**config.mk**
```make
export PLATFORM = sky130hd
export DESIGN_NAME = wasm_ctrl_frame_stack_flat
export DESIGN_NICKNAME = d
export VERILOG_FILES = /design/src/rtl/wasm_ctrl_frame_stack_pkg.sv /design/src/rtl/wasm_ctrl_frame_stack_if.sv /design/src/rtl/wasm_ctrl_frame_stack_func_list.sv /design/src/rtl/wasm_ctrl_frame_stack.sv /design/src/flat_wrapper.sv
export SDC_FILE = /design/constraint.sdc
export NUM_CORES = 2
export LEC_CHECK = 0
export CAP_MARGIN = 20
export CORE_MARGIN = 4
export CORE_UTILIZATION = 50
export CTS_BUF_LIST = sky130_fd_sc_hd__clkbuf_8
export DETAILED_ROUTE_END_ITERATION = 6
export PLACE_DENSITY = 0.66
export SYNTH_ARGS = -nofsm -noshare
export SYNTH_HDL_FRONTEND = slang
export SYNTH_HIERARCHICAL = 1
export SYNTH_SLANG_ARGS = --single-unit
```
**constraint.sdc**
```tcl
create_clock -name clk -period 9.5 [get_ports clk]
set_input_delay 1.425 -clock clk [delete_from_list [all_inputs] [get_ports clk]]
set_output_delay 1.425 -clock clk [all_outputs]
set_load 0.1 [all_outputs]
```
**src/rtl/wasm_ctrl_frame_stack_pkg.sv**
```systemverilog
// Shared encodings and frame field positions for the WASM control-frame stack.
// Frame layout: {type[DATA_W-1 -: 2], spare, stack_tag[ADDR_W +: SP_W], addr_tag[ADDR_W-1:0]}.
package wasm_ctrl_pkg;

  typedef enum logic [1:0] {
    FT_BLOCK = 2'b00,
    FT_CALL  = 2'b01,
    FT_IF    = 2'b10,
    FT_LOOP  = 2'b11
  } frame_type_e;

  localparam int FT_W         = 2;
  localparam int ADDR_TAG_LSB = 0;

  function automatic int stack_tag_lsb(input int addr_w);
    return ADDR_TAG_LSB + addr_w;
  endfunction

  function automatic int type_lsb(input int data_w);
    return data_w - FT_W;
  endfunction

endpackage

```
**src/rtl/wasm_ctrl_frame_stack_if.sv**
```systemverilog
// Operation/read bundle between decode-execute and the control-frame stack.
// master issues operations and consumes reads; slave is the stack itself.
interface wasm_ctrl_frame_stack_if #(
  parameter int DEPTH      = 32,
  parameter int FUNC_DEPTH = 16,
  parameter int DATA_W     = 30,
  parameter int SP_W       = 6,
  parameter int ADDR_W     = 12
);
  localparam int PW = $clog2(DEPTH) + 1;
  localparam int FW = $clog2(FUNC_DEPTH) + 1;

  logic              shift_vld;
  logic              push;
  logic [PW-1:0]     pop_num;
  logic              retu;
  logic              func_call;
  logic [DATA_W-1:0] push_data;
  logic              err_clr;

  logic [DATA_W-1:0] top_data;
  logic [PW-1:0]     depth;
  logic              left_one;
  logic [FW-1:0]     func_depth;
  logic [SP_W-1:0]   func_stack_tag;
  logic [ADDR_W-1:0] func_addr_tag;
  logic              ovf_err;
  logic              udf_err;
  logic [PW-1:0]     hwm;

  modport master (
    output shift_vld, push, pop_num, retu, func_call, push_data, err_clr,
    input  top_data, depth, left_one, func_depth, func_stack_tag, func_addr_tag,
           ovf_err, udf_err, hwm
  );

  modport slave (
    input  shift_vld, push, pop_num, retu, func_call, push_data, err_clr,
    output top_data, depth, left_one, func_depth, func_stack_tag, func_addr_tag,
           ovf_err, udf_err, hwm
  );
endinterface

```
**src/rtl/wasm_ctrl_frame_stack_func_list.sv**
```systemverilog
// Function-pointer list: frame index of each live call frame, innermost on top.
// Zero-latency fptr/fptr2 reads; updates only on commit, never stalls.
module wasm_ctrl_func_list #(
  parameter int FUNC_DEPTH = 16,
  parameter int PW         = 6
) (
  input  logic                               clk,
  input  logic                               rst,
  input  logic                               commit,
  input  logic                               ret,
  input  logic                               wr_en,
  input  logic [PW-1:0]                      wr_ptr,
  output logic [$clog2(FUNC_DEPTH):0]        func_depth,
  output logic [PW-1:0]                      fptr,
  output logic [PW-1:0]                      fptr2
);
  localparam int FW = $clog2(FUNC_DEPTH) + 1;
  localparam int IW = FW - 1;

  logic [PW-1:0] flist [FUNC_DEPTH];
  logic [FW-1:0] fd_q;
  logic [IW-1:0] wr_slot, idx1, idx2;

  // Slot indices wrap modulo FUNC_DEPTH so a full list still addresses its top entry.
  assign wr_slot = fd_q[IW-1:0] - IW'(ret);
  assign idx1    = fd_q[IW-1:0] - IW'(1);
  assign idx2    = fd_q[IW-1:0] - IW'(2);

  always_ff @(posedge clk) begin
    if (rst) begin
      fd_q <= '0;
    end else if (commit) begin
      fd_q <= fd_q - FW'(ret) + FW'(wr_en);
    end
  end

  always_ff @(posedge clk) begin
    if (commit && wr_en) begin
      flist[wr_slot] <= wr_ptr;
    end
  end

  assign func_depth = fd_q;
  assign fptr       = (fd_q != '0)     ? flist[idx1] : '0;
  assign fptr2      = (fd_q >= FW'(2)) ? flist[idx2] : '0;

endmodule

```
**src/rtl/wasm_ctrl_frame_stack.sv**
```systemverilog
// Control-frame stack: multi-pop / return / push / call per cycle; optional hwm via WASM_CTRL_STACK_WATERMARK_EN.
// Reads are combinational (zero latency); state commits on the clk edge when shift_vld=1.
// No backpressure: erroneous operations are dropped and flagged in sticky ovf_err/udf_err.
module wasm_ctrl_frame_stack
  import wasm_ctrl_pkg::*;
#(
  parameter int DEPTH      = 32,
  parameter int FUNC_DEPTH = 16,
  parameter int DATA_W     = 30,
  parameter int SP_W       = 6,
  parameter int ADDR_W     = 12
) (
  input  logic                     clk,
  input  logic                     rst,
  wasm_ctrl_frame_stack_if.slave   bus
);
  localparam int PW      = $clog2(DEPTH) + 1;
  localparam int FW      = $clog2(FUNC_DEPTH) + 1;
  localparam int AW      = PW - 1;
  localparam int STK_LSB = stack_tag_lsb(ADDR_W);

  logic [DATA_W-1:0] entry [DEPTH];
  logic [PW-1:0]     depth_q, tap, nxt, fptr, fptr2;
  logic [FW-1:0]     fd;
  logic [FW:0]       fd_next;
  logic              call_push, func_return, udf, ovf, commit;
  logic              ovf_q, udf_q, rd_ok;
  logic [AW-1:0]     rd_idx;

  always_comb begin
    call_push   = bus.func_call & bus.push;
    tap         = bus.retu ? fptr : depth_q - bus.pop_num;
    func_return = bus.retu | ((bus.pop_num != '0) & (tap <= fptr) & (fd != '0));
    nxt         = tap + PW'(bus.push);
    fd_next     = {1'b0, fd} - (FW+1)'(func_return) + (FW+1)'(call_push);
    // A plain pop may leave at most one function; reaching past fptr2 would orphan the outer caller.
    udf         = (!bus.retu && (bus.pop_num > depth_q))
                | (bus.retu && (fd == '0))
                | ((fd >= FW'(2)) && (tap <= fptr2));
    ovf         = (bus.push && (tap == PW'(DEPTH)))
                | (call_push && (fd_next > (FW+1)'(FUNC_DEPTH)));
    commit      = bus.shift_vld & ~udf & ~ovf;
  end

  wasm_ctrl_func_list #(
    .FUNC_DEPTH (FUNC_DEPTH),
    .PW         (PW)
  ) u_func_list (
    .clk        (clk),
    .rst        (rst),
    .commit     (commit),
    .ret        (func_return),
    .wr_en      (call_push),
    .wr_ptr     (tap),
    .func_depth (fd),
    .fptr       (fptr),
    .fptr2      (fptr2)
  );

  always_ff @(posedge clk) begin
    if (commit && bus.push) begin
      entry[tap[AW-1:0]] <= bus.push_data;
    end
  end

  always_ff @(posedge clk) begin
    if (rst) begin
      depth_q <= '0;
      ovf_q   <= 1'b0;
      udf_q   <= 1'b0;
    end else begin
      if (commit) begin
        depth_q <= nxt;
      end
      ovf_q <= (ovf_q & ~bus.err_clr) | (bus.shift_vld & ovf);
      udf_q <= (udf_q & ~bus.err_clr) | (bus.shift_vld & udf);
    end
  end

  always_comb begin
    rd_ok  = bus.retu ? (fd != '0) : (depth_q != '0);
    rd_idx = bus.retu ? fptr[AW-1:0] : depth_q[AW-1:0] - AW'(1);
  end

  assign bus.top_data       = rd_ok ? entry[rd_idx] : '0;
  assign bus.func_stack_tag = (fd != '0) ? entry[fptr[AW-1:0]][STK_LSB +: SP_W] : '0;
  assign bus.func_addr_tag  = (fd != '0) ? entry[fptr[AW-1:0]][ADDR_TAG_LSB +: ADDR_W] : '0;
  assign bus.depth          = depth_q;
  assign bus.left_one       = (depth_q == PW'(1));
  assign bus.func_depth     = fd;
  assign bus.ovf_err        = ovf_q;
  assign bus.udf_err        = udf_q;

`ifdef WASM_CTRL_STACK_WATERMARK_EN
  logic [PW-1:0] hwm_q, hwm_base;

  assign hwm_base = bus.err_clr ? '0 : hwm_q;

  always_ff @(posedge clk) begin
    if (rst) begin
      hwm_q <= '0;
    end else if (commit && (nxt > hwm_base)) begin
      hwm_q <= nxt;
    end else begin
      hwm_q <= hwm_base;
    end
  end

  assign bus.hwm = hwm_q;
`else
  assign bus.hwm = '0;
`endif

endmodule

```
**src/flat_wrapper.sv**
```systemverilog
// flat-port wrapper written by rule: the top's interface ports become plain ports
module wasm_ctrl_frame_stack_flat import wasm_ctrl_pkg::*;
#(
  parameter int DEPTH      = 32,
  parameter int FUNC_DEPTH = 16,
  parameter int DATA_W     = 30,
  parameter int SP_W       = 6,
  parameter int ADDR_W     = 12
)
  (clk, rst, bus_shift_vld, bus_push, bus_pop_num, bus_retu, bus_func_call, bus_push_data, bus_err_clr, bus_top_data, bus_depth, bus_left_one, bus_func_depth, bus_func_stack_tag, bus_func_addr_tag, bus_ovf_err, bus_udf_err, bus_hwm);
  wasm_ctrl_frame_stack_if #(.DEPTH(DEPTH), .FUNC_DEPTH(FUNC_DEPTH), .DATA_W(DATA_W), .SP_W(SP_W), .ADDR_W(ADDR_W)) bus_i ();
  input  logic clk;
  input  logic rst;
  input wire logic [$bits(bus_i.shift_vld)-1:0] bus_shift_vld;
  input wire logic [$bits(bus_i.push)-1:0] bus_push;
  input wire logic [$bits(bus_i.pop_num)-1:0] bus_pop_num;
  input wire logic [$bits(bus_i.retu)-1:0] bus_retu;
  input wire logic [$bits(bus_i.func_call)-1:0] bus_func_call;
  input wire logic [$bits(bus_i.push_data)-1:0] bus_push_data;
  input wire logic [$bits(bus_i.err_clr)-1:0] bus_err_clr;
  output wire logic [$bits(bus_i.top_data)-1:0] bus_top_data;
  output wire logic [$bits(bus_i.depth)-1:0] bus_depth;
  output wire logic [$bits(bus_i.left_one)-1:0] bus_left_one;
  output wire logic [$bits(bus_i.func_depth)-1:0] bus_func_depth;
  output wire logic [$bits(bus_i.func_stack_tag)-1:0] bus_func_stack_tag;
  output wire logic [$bits(bus_i.func_addr_tag)-1:0] bus_func_addr_tag;
  output wire logic [$bits(bus_i.ovf_err)-1:0] bus_ovf_err;
  output wire logic [$bits(bus_i.udf_err)-1:0] bus_udf_err;
  output wire logic [$bits(bus_i.hwm)-1:0] bus_hwm;
  assign bus_i.shift_vld = bus_shift_vld;
  assign bus_i.push = bus_push;
  assign bus_i.pop_num = bus_pop_num;
  assign bus_i.retu = bus_retu;
  assign bus_i.func_call = bus_func_call;
  assign bus_i.push_data = bus_push_data;
  assign bus_i.err_clr = bus_err_clr;
  assign bus_top_data = bus_i.top_data;
  assign bus_depth = bus_i.depth;
  assign bus_left_one = bus_i.left_one;
  assign bus_func_depth = bus_i.func_depth;
  assign bus_func_stack_tag = bus_i.func_stack_tag;
  assign bus_func_addr_tag = bus_i.func_addr_tag;
  assign bus_ovf_err = bus_i.ovf_err;
  assign bus_udf_err = bus_i.udf_err;
  assign bus_hwm = bus_i.hwm;
  wasm_ctrl_frame_stack #(.DEPTH(DEPTH), .FUNC_DEPTH(FUNC_DEPTH), .DATA_W(DATA_W), .SP_W(SP_W), .ADDR_W(ADDR_W)) u_core (.clk(clk), .rst(rst), .bus(bus_i));
endmodule
```
==> impl_results.md <==
- DR iter-0 viols: 3863
- Result of the run: complete, no violations
- Cell type with the largest total area after synthesis: edfxtp_1
- TritonCTS Buffers: 169
- CP bufs+invs: 5
- Chip width: 324 um
- Die area: 105000 um2
- Final count of negative-setup-slack endpoints: 0
- Synth Flop Type: edfxtp_1
- CTS tree: built
- Reg2reg start: u_core/u_func_list/func_depth[1]
- Hold Vio Cnt, Final: 0
- Max VDD drop: 0.466 mV
- Vias/cell: 6.40
- Layout filler cell count: 7425
- Post-CTS Hold Buffers: 0
- Reg clk slew, reported paths: 0.06 ns
- Top delay family on crit path: compound AO/OA/AOI/OAI gates
- Seq/Total Area, Yosys: 64.2%
- Detailed placer's ending HPWL: 89.9 mm
- Hold_sp: u_core/bus.udf_err
- Worst rel slew slack: 22.7%
- Crit path capture type: flop
- PostCTS Resize Cnt: 0
- Clock Latency Late Sink: 0.85 ns
- Hold Path Class: reg2reg
- Max stage delay cell, worst path: ha_1
- Nets: 3508
- Max-cap viol count: 0
- 1st-pass router iterations: 6
- Clock Power Share: 18.8%
- Synth Register Bits: 1069
- Final Cycle Share: 89.6%
- Setup bufs post-CTS: 0
- Leak pwr: 20.0 nW
- Net Sw Power: 0.00901 W
- RR Endpoint: u_core/entry[3][17]
- Sum of negative setup slack: 0 ns
- Cell with the most instances after synthesis: edfxtp_1
- Sw Share: 44.2%
- Port-buffer cells: 104
- Area of the multi-input gates: 16900 um2
- Starting Density: 50.5%
- Placed inst area: 53200 um2
- Largest net degree at the start of global routing: 97
- Max Freq: 0.117 GHz
- Synth warnings: 6
- DRC: 0
- Post-Synthesis Cell Area: 49800 um2
- Total wire length: 142 mm
- Power Dens Cells: 360 nW/um2
- Top cells by count, synth: edfxtp_1, nand2_1, mux2i_1
- Crit path max fanout: 22
- Comb pwr share: 55.0%
- Synth area leaders: edfxtp_1, mux4_2, mux2i_1, nand2_1, nand3_1
- I/O pins: 111
- Share of cells above drive strength 1: 19.4%
- Synthesized area per cell: 15.3 um2
- Antenna violations before repair: 7
- Synth top area share: 63.7%
- Area delta synth->final: 13.7%
- Internal: 0.0114 W
- H-tree levels: 4
- Critical path's largest stage delay: 0.89 ns
- Critical setup path kind: reg2reg
- Sequential Power Share: 26.2%
- Clock root cell: clkbuf_8
- Vias: 31000
- Pin slew with the least headroom to its limit: 1.16 ns
- Skew final: 0.0328 ns
- RSZ-0062 raised after global routing: false
- Site Rows: 115
- Antenna Nets Post-Route: 0
- WHS Path Cells: 2
- Placer Congestion: 0.971
- First-pass GRT wire length: 208 mm
- Max Root-Sink Buffers: 3
- EDFF count, synth: 1056
- Minimum clock period: 8.52 ns
- GRT Resource Usage Total: 27.2%
- Vias in the first global route: 30800
- Crit path DAT: 8.99 ns
- Global route overflow: 0
- Min-Delay Endpoint: u_core/bus.udf_err
- Clock sink total: 1069
- Die Height: 324 um
- Core area: 98600 um2
- Worst Setup Start Kind: flop
- Library cells used by synthesis: 69
- Final cell area excluding filler cells: 56600 um2
- Reg2reg path depth: 28
- Final Max Slew Viols: 0
- Worst reg2reg setup slack: 0.98 ns
- Routed len/inst: 29.4 um
- Required time of the critical path: 9.97 ns
- FF+latch area: 32000 um2
- Synth Instances: 3246
- Synth async-reset ratio: 0%
-- routing by layer --
| layer | global-route usage, % | wire length (um) | up-vias |
|---|---|---|---|
| met5 | 0 | 13 | - |
| met4 | 8.62 | 4260 | 2 |
| met3 | 5.62 | 13800 | 287 |
| met2 | 43.5 | 67500 | 1818 |
| met1 | 37.9 | 56800 | 15800 |
| li1 | - | - | 13100 |
-- power by group through the flow --
stage | registers [W] | logic (W) | clock network [W]
6_report | 0.00534 | 0.0112 | 0.00382
5_1_grt | 0.00534 | 0.0117 | 0.00412
4_1_cts | 0.00534 | 0.0111 | 0.00389
3_5_place_dp | 0.00544 | 0.0111 | 0
3_3_place_gp | 0.00544 | 0.0111 | 0
2_1_floorplan | 0.00551 | 0.00726 | 0
-- per-stage QoR --
stage / util [%] / hold slack [ns] / power (W) / worst slack [ns] / instances
floorplan: - / 0.918 / 0.0128 / 0.177 / 3251
global placement: 54.0 / 0.457 / 0.0165 / 0.988 / 4530
detailed placement: 54.0 / 0.496 / 0.0165 / 0.873 / 4530
CTS: 57.3 / 0.506 / 0.0204 / 1.07 / 4833
global route: 57.4 / 0.518 / 0.0211 / 0.649 / 4841
finish: 57.4 / 0.501 / 0.0204 / 0.984 / 4841
-- how the worst max path moves through the flow --
stage | start | slack [ns] | to | depth (start not counted)
CTS | u_core/u_func_list/func_depth[1] | 1.07 | bus_top_data[0] | 15
finish | u_core/u_func_list/func_depth[1] | 0.98 | u_core/entry[3][17] | 28
global placement | bus_pop_num[0] | 0.99 | u_core/entry[1][17] | 25
global route | u_core/u_func_list/func_depth[1] | 0.65 | u_core/entry[3][15] | 28
floorplan | u_core/u_func_list/func_depth[0] | 0.18 | u_core/entry[1][0] | 33
detailed placement | bus_pop_num[0] | 0.87 | u_core/entry[29][24] | 25
-- worst reg2reg max path, delay by kind of cell, from the launching register on --
family | cells | cell delay (ns)
AO/OA/AOI/OAI | 9 | 2.14
adder cells (fa/ha/maj) | 5 | 1.94
multiplexers | 2 | 1.10
buffers and inverters | 5 | 1.25
XOR/XNOR | 1 | 0.23
flip-flops | 1 | 0.32
AND/OR/NAND/NOR | 6 | 1.15
-- flip-flops by register name (all words and copies together), names as in the netlist --
register,count
u_core/entry,960
u_core/u_func_list/flist,96
u_core/bus.depth,6
u_core/u_func_list/func_depth,5
u_core/bus.ovf_err,1
u_core/bus.udf_err,1
-- cell families (layout without fill, tap and decap cells) --
logic type	count (synthesis)	after routing	synth area share, %
buffers and inverters	271	569	2.42
adders and majority gates	48	48	1.25
xor gates and xnor gates	19	19	0.349
other	1	11	0.00753
and+or+nand+nor	924	924	8.25
DFF	1069	1069	64.2
muxes	704	704	20.1
AOI/OAI and AO/OA	210	210	3.35
-- layout make-up --
type / count / area share (%)
timing repair buffer: 223 / 4.64
multi-input combinational: 1911 / 29.9
inverter: 43 / 0.285
clock inverter: 131 / 1.62
tap: 1287 / 2.85
clock buffer: 172 / 4.18
antenna: 5 / 0.0221
sequential: 1069 / 56.5
-- placed cells by master (no fill, tap or decap), types with 5 or more instances in the layout --
cell	Yosys	final
o311a_1	30	30
nand4_1	7	7
buf_4	8	102
nor2b_1	6	6
a311oi_1	61	61
buf_12	3	62
o21ai_0	13	12
nor2_4	0	32
nor2_1	62	37
edfxtp_1	1056	1056
clkdlybuf4s50_1	0	52
dfxtp_1	13	13
o21a_1	6	6
o22ai_1	7	7
clkinv_2	0	37
mux4_2	204	204
nand2b_1	8	7
clkinv_1	2	38
o32ai_1	30	28
a21oi_1	32	31
inv_1	40	75
nand2_1	535	534
o211ai_1	6	6
nor3_1	5	5
bufinv_16	0	10
mux2i_1	444	442
and3_1	91	91
xor2_1	8	8
diode_2	0	5
mux4_1	24	24
ha_1	45	45
mux2_2	32	31
nand3_1	176	176
clkbuf_8	0	172
xnor2_1	10	10
conb_1	1	6
Note: power is estimated with default switching activity, not from simulation.
